`src/rtl/exec_stage.sv`:
```
// Execute stage with the EX/MEM pipeline register. It performs the ALU operation, selects the
// destination register, adds the branch target, and registers the results for the memory stage.
module exec_stage #(
  parameter int DATA_W     = 32,
  parameter int REG_ADDR_W = 5
) (
  input  logic                  clk,
  input  logic                  rstn,
  input  logic                  i_valid,
  input  logic                  i_stall,
  input  logic                  i_flush,
  input  logic [1:0]            iSig_WB,
  input  logic [2:0]            iSig_MEM,
  input  logic [3:0]            iSig_EX,
  input  logic [DATA_W-1:0]     i_temp_npc,
  input  logic [DATA_W-1:0]     iRegFileRead1,
  input  logic [DATA_W-1:0]     iRegFileRead2,
  input  logic [DATA_W-1:0]     iSignExtended,
  input  logic [REG_ADDR_W-1:0] iins2016,
  input  logic [REG_ADDR_W-1:0] iins1511,
  output logic                  o_valid,
  output logic [1:0]            oSig_WB,
  output logic [2:0]            oSig_MEM,
  output logic [DATA_W-1:0]     o_branch_target,
  output logic                  o_zero,
  output logic [DATA_W-1:0]     o_alu_result,
  output logic [DATA_W-1:0]     o_store_data,
  output logic [REG_ADDR_W-1:0] o_write_reg,
  output logic                  o_illegal
);

  localparam logic [1:0] ALUOP_ADD   = 2'b00;
  localparam logic [1:0] ALUOP_SUB   = 2'b01;
  localparam logic [1:0] ALUOP_FUNCT = 2'b10;

  localparam logic [5:0] FN_ADD = 6'h20;
  localparam logic [5:0] FN_SUB = 6'h22;
  localparam logic [5:0] FN_AND = 6'h24;
  localparam logic [5:0] FN_OR  = 6'h25;
  localparam logic [5:0] FN_NOR = 6'h27;
  localparam logic [5:0] FN_SLT = 6'h2A;

  // Returns {illegal, result}; unsupported encodings give a zero result.
  function automatic logic [DATA_W:0] aluEval(
    input logic signed [DATA_W-1:0] a,
    input logic signed [DATA_W-1:0] b,
    input logic [1:0]               op,
    input logic [5:0]               funct
  );
    logic [DATA_W-1:0] res;
    logic              ill;
    res = '0;
    ill = 1'b0;
    case (op)
      ALUOP_ADD: res = a + b;
      ALUOP_SUB: res = a - b;
      ALUOP_FUNCT: begin
        case (funct)
          FN_ADD:  res = a + b;
          FN_SUB:  res = a - b;
          FN_AND:  res = a & b;
          FN_OR:   res = a | b;
          FN_NOR:  res = ~(a | b);
          FN_SLT:  res = (a < b) ? {{(DATA_W-1){1'b0}}, 1'b1} : '0;
          default: ill = 1'b1;
        endcase
      end
      default: ill = 1'b1;
    endcase
    return {ill, res};
  endfunction

  // Stage p0: combinational execute on the decode bundle
  logic signed [DATA_W-1:0]   opA_p0;
  logic signed [DATA_W-1:0]   opB_p0;
  logic [DATA_W-1:0]          aluResult_p0;
  logic                       illegal_p0;
  logic                       zero_p0;
  logic [DATA_W-1:0]          branchTarget_p0;
  logic [REG_ADDR_W-1:0]      writeReg_p0;
  logic                       regDst_p0;
  logic                       aluSrc_p0;
  logic [1:0]                 aluOp_p0;

  always_comb begin
    regDst_p0 = iSig_EX[0];
    aluSrc_p0 = iSig_EX[1];
    aluOp_p0  = iSig_EX[3:2];
    opA_p0    = iRegFileRead1;
    opB_p0    = aluSrc_p0 ? iSignExtended : iRegFileRead2;
    {illegal_p0, aluResult_p0} = aluEval(opA_p0, opB_p0, aluOp_p0, iSignExtended[5:0]);
    zero_p0         = (aluResult_p0 == '0);
    branchTarget_p0 = i_temp_npc + (iSignExtended << 2);
    writeReg_p0     = regDst_p0 ? iins1511 : iins2016;
  end

  // Stage p1: EX/MEM register
  logic                  vld_p1;
  logic [1:0]            sigWb_p1;
  logic [2:0]            sigMem_p1;
  logic                  illegal_p1;
  logic [DATA_W-1:0]     branchTarget_p1;
  logic                  zero_p1;
  logic [DATA_W-1:0]     aluResult_p1;
  logic [DATA_W-1:0]     storeData_p1;
  logic [REG_ADDR_W-1:0] writeReg_p1;

  // Control fields: flush beats stall, and a non-valid capture is a bubble.
  always_ff @(posedge clk or negedge rstn) begin
    if (!rstn) begin
      vld_p1     <= 1'b0;
      sigWb_p1   <= '0;
      sigMem_p1  <= '0;
      illegal_p1 <= 1'b0;
    end else if (i_flush || (!i_stall && !i_valid)) begin
      vld_p1     <= 1'b0;
      sigWb_p1   <= '0;
      sigMem_p1  <= '0;
      illegal_p1 <= 1'b0;
    end else if (!i_stall) begin
      vld_p1     <= 1'b1;
      sigWb_p1   <= illegal_p0 ? 2'b00  : iSig_WB;
      sigMem_p1  <= illegal_p0 ? 3'b000 : iSig_MEM;
      illegal_p1 <= illegal_p0;
    end
  end

  // Datapath fields keep their contents across bubbles; only a valid capture loads them.
  always_ff @(posedge clk or negedge rstn) begin
    if (!rstn) begin
      branchTarget_p1 <= '0;
      zero_p1         <= 1'b0;
      aluResult_p1    <= '0;
      storeData_p1    <= '0;
      writeReg_p1     <= '0;
    end else if (!i_flush && !i_stall && i_valid) begin
      branchTarget_p1 <= branchTarget_p0;
      zero_p1         <= zero_p0;
      aluResult_p1    <= aluResult_p0;
      storeData_p1    <= iRegFileRead2;
      writeReg_p1     <= writeReg_p0;
    end
  end

  assign o_valid         = vld_p1;
  assign oSig_WB         = sigWb_p1;
  assign oSig_MEM        = sigMem_p1;
  assign o_illegal       = illegal_p1;
  assign o_branch_target = branchTarget_p1;
  assign o_zero          = zero_p1;
  assign o_alu_result    = aluResult_p1;
  assign o_store_data    = storeData_p1;
  assign o_write_reg     = writeReg_p1;

endmodule

```
`config.mk`:
```
export PLATFORM = sky130hd
export DESIGN_NAME = exec_stage
export DESIGN_NICKNAME = d
export VERILOG_FILES = /design/src/rtl/exec_stage.sv
export SDC_FILE = /design/constraint.sdc
export NUM_CORES = 1
export LEC_CHECK = 0
export CAP_MARGIN = 10
export CELL_PAD_IN_SITES_DETAIL_PLACEMENT = 1
export CELL_PAD_IN_SITES_GLOBAL_PLACEMENT = 1
export CORE_ASPECT_RATIO = 0.8
export CORE_MARGIN = 3
export CORE_UTILIZATION = 25
export DETAILED_ROUTE_END_ITERATION = 6
export GPL_ROUTABILITY_DRIVEN = 0
export PLACE_DENSITY_LB_ADDON = 0.1
export RECOVER_POWER = 100
export SLEW_MARGIN = 10
export SYNTH_ARGS = -nofsm -noshare
export SYNTH_HDL_FRONTEND = slang
export SYNTH_SLANG_ARGS = --single-unit
```
`constraint.sdc`:
```
create_clock -name clk -period 1.5 [get_ports clk]
set_clock_uncertainty 0.05 [all_clocks]
set_input_delay 0.225 -clock clk [delete_from_list [all_inputs] [get_ports clk]]
set_output_delay 0.225 -clock clk [all_outputs]
set_load 0.005 [all_outputs]
```
==> flow_metrics.env <==
export IMPL_fin_util=0.501
export IMPL_ff2ff_path_depth=2
export IMPL_p_int_uw=9970
export IMPL_wirelength_mm=67.9
export IMPL_p_switching_uw=6570
export IMPL_clock_fmax_ghz=0.264
export IMPL_drtAntennaViolNets=0
export IMPL_sequentialPowerShare=0.230
export IMPL_clock_sinks=109
export IMPL_final_cell_mix="544 x buf_4, 238 x nand2_1, 149 x dlygate4sd2_1, 109 x dfrtp_1, 106 x nor2_1"
export IMPL_max_slew_margin=0.411
export IMPL_powerDensity_nw_per_um2=713
export IMPL_clk_latency_ns=0.38
export IMPL_maxSlewViolCount=0
export IMPL_dr_wl_met2_mm=32.4
export IMPL_hold_path_depth=3
export IMPL_drive_above_1_share=0.431
export IMPL_dr_pass1_iters=5
export IMPL_grt_pass1_vias=16475
export IMPL_whs_ns=0.0545
export IMPL_synthToLayoutAreaGrowth_pct=96.1
export IMPL_synth_edf_count=0
export IMPL_arrival_ns=4.02
export IMPL_antenna_found_initial=5
export IMPL_tritoncts="yes"
export IMPL_grt_pass1_wl_mm=99.2
export IMPL_fin_crit_ns=3.79
export IMPL_p_clk_frac=0.155
export IMPL_die_y_um=201
export IMPL_vias=15448
export IMPL_setup_slack_ns=-2.29
export IMPL_synth_top_area_frac=0.231
export IMPL_initialDrtViolationCount=873
export IMPL_nets=2687
export IMPL_ir_drop_mv=0.626
export IMPL_dieArea_um2=50000
export IMPL_pwr_share_comb=0.615
export IMPL_wl_met3_mm=3.58
export IMPL_cap_viol_max_count=0
export IMPL_ys_warn_count=0
export IMPL_syn_area_per_cell_um2=7.61
export IMPL_crit_slowest_cell="or4_4"
export IMPL_remaining_drc_errors=0
export IMPL_hp_class="primary input to register"
export IMPL_fin_crit_sh=2.53
export IMPL_num_rows=70
export IMPL_synth_cell_types=84
export IMPL_crit_top_cell="buf_6"
export IMPL_io_pins=261
export IMPL_synth_nets=1840
export IMPL_clockBufferDepth=2
export IMPL_setup_tns_ns=-81.01
export IMPL_fin_area_um2=23200
export IMPL_cts_buffers=9
export IMPL_core_um2=46200
export IMPL_top_layer_used="met5"
export IMPL_ys_ff_latch=109
export IMPL_synth_area_leaders="dfrtp_1 23%, ha_1 14%, nand2_1 7.7%"
export IMPL_worst_path_max_fanout=8
export IMPL_setup_viol_count_final=96
export IMPL_path_clk_slew_ns=0.08
export IMPL_hold_viol_final=0
export IMPL_yosysSeqAreaShare=0.231
export IMPL_violations="setup timing"
export IMPL_die_x_um=249
export IMPL_async_reset_ff_frac=1.00
export IMPL_cts_root_buf="clkbuf_16"
export IMPL_p_leak_uw=0.0110
export IMPL_synthFlopType="dfrtp_1"
export IMPL_critical_path_class="primary input to register"
export IMPL_cp_slowest_stage_delay_ns=0.50
export IMPL_post_drt_wl_per_cell_um=22.5
export IMPL_power_uw=16500
export IMPL_crit_chain="buf_8 > buf_12 > buf_12 > buf_6 > mux2i_4 > buf_6 > ha_4 > buf_6 > o21ba_4 > or4_4 > nand3b_1 > a31o_4 > a211oi_4 > o31ai_4 > xnor2_1 > a2111oi_2 > and4_1 > nand4_1 > o41ai_2"
export IMPL_wl_met1_mm=29.1
export IMPL_placed_area_um2=19500
export IMPL_post_dp_hpwl_mm=50.2
export IMPL_start_util=0.256
export IMPL_grt_setup_unrepaired="true"
export IMPL_endpoint_kind="register"
export IMPL_port_buffers=260
export IMPL_htree_levels=3
export IMPL_track_usage=0.255
export IMPL_final_common_cell="buf_4"
export IMPL_crit_required_ns=1.73
export IMPL_grt_overflow=0
export IMPL_swShare=0.397
export IMPL_status="finished with violations"
export IMPL_synth_cells=1553
export IMPL_syn_area_um2=11800
export IMPL_grt_max_degree=54
export IMPL_vias_per_cell=5.11
export IMPL_synth_area_leader_cell="dfrtp_1"
export IMPL_critPathLaunchType="primary input"
export IMPL_worstMarginPinSlew_ns=0.882
logic make-up (layout without fill, tap and decap cells):
kind of cell / after synthesis / in the layout / share of synthesized area
fa+ha+maj: 135 / 135 / 0.145
xor+xnor: 34 / 34 / 0.0252
compound gates: 492 / 492 / 0.282
other cells: 0 / 4 / 0
mux: 51 / 51 / 0.0437
flops: 109 / 109 / 0.231
simple gates: 542 / 542 / 0.210
buf+inv: 190 / 1042 / 0.0633
through the flow:
| step | setup slack (ns) | instances |
|---|---|---|
| 2_1_floorplan | -2.30 | 1553 |
| 3_3_place_gp | -3.03 | 2872 |
| 3_5_place_dp | -3.11 | 2872 |
| 4_1_cts | -2.18 | 2989 |
| 5_1_grt | -2.44 | 3021 |
| 6_report | -2.29 | 3021 |
cell usage after synthesis (6+ instances only):
library cell,number
a211o_1,10
a211oi_1,32
a21o_1,36
a21oi_1,88
a221o_1,8
a221oi_1,10
a22o_1,6
a22oi_1,6
a31oi_1,31
and2_1,8
and3_1,12
buf_1,19
buf_2,15
clkbuf_1,45
dfrtp_1,109
ha_1,132
inv_1,103
mux2i_1,46
nand2_1,243
nand2b_1,21
nand3_1,33
nand4_1,13
nor2_1,120
nor2b_1,13
nor3_1,29
nor3b_1,9
o2111ai_1,7
o211ai_1,15
o21a_1,14
o21ai_0,124
o21bai_1,14
o221ai_1,10
o22ai_1,6
o31ai_1,14
or2_2,8
xnor2_1,22
xor2_1,12
final timing paths:
path	start	endpoint	slack (ns)
max reg2reg	o_branch_target[24]$_DFFE_PN0P_	o_branch_target[24]$_DFFE_PN0P_	0.51
min reg2reg	o_store_data[16]$_DFFE_PN0P_	o_store_data[16]$_DFFE_PN0P_	0.42
min	iRegFileRead2[8]	o_store_data[8]$_DFFE_PN0P_	0.05
max	iSig_EX[1]	o_zero$_DFFE_PN0P_	-2.29
max in group asynchronous	rstn	o_alu_result[25]$_DFFE_PN0P_	0.16
min in group asynchronous	rstn	o_alu_result[10]$_DFFE_PN0P_	0.37
repair_timing:
action / in CTS / in global routing
gates cloned: 5 / 2
pin swaps: 153 / 143
gates resized for setup: 569 / 136
endpoints found under the setup margin: 198 / 69
hold endpoints to repair: 19 / 0
hold buffers: 1 / 0
setup buffers: 110 / 50
area by class of cell:
cell class	instances	area [um2]
clock buffers	9	225
well taps	612	766
inverters	106	418
clock inverters	7	81.3
repair buffers	920	8140
multi-input cells	1254	10800
fillers	5396	23100
diodes	4	10.0
flip-flops and latches	109	2730
per-layer routing:
metal / vias up / GRT usage
met5: - / 0
met3: 106 / 0.0473
met4: 4 / 0.0897
li1: 7280 / -
met2: 358 / 0.435
met1: 7700 / 0.322
power by group through the flow:
stage,Sequential [uW],Clock [uW],Combinational (uW)
2_1_floorplan,3890,0,3430
3_3_place_gp,3870,0,8350
3_5_place_dp,3880,0,8480
4_1_cts,3810,2650,9540
5_1_grt,3890,2790,10900
6_report,3810,2560,10200
critical path: cells and delay by family:
kind                     cells  cell delay [ns]
AO/OA/AOI/OAI                6             1.33
AND/OR/NAND/NOR              4             1.16
buffers and inverters        6             0.75
adder cells (fa/ha/maj)      1             0.23
multiplexers                 1             0.19
XOR/XNOR                     1             0.13
Note: power is estimated with default switching activity, not from simulation.
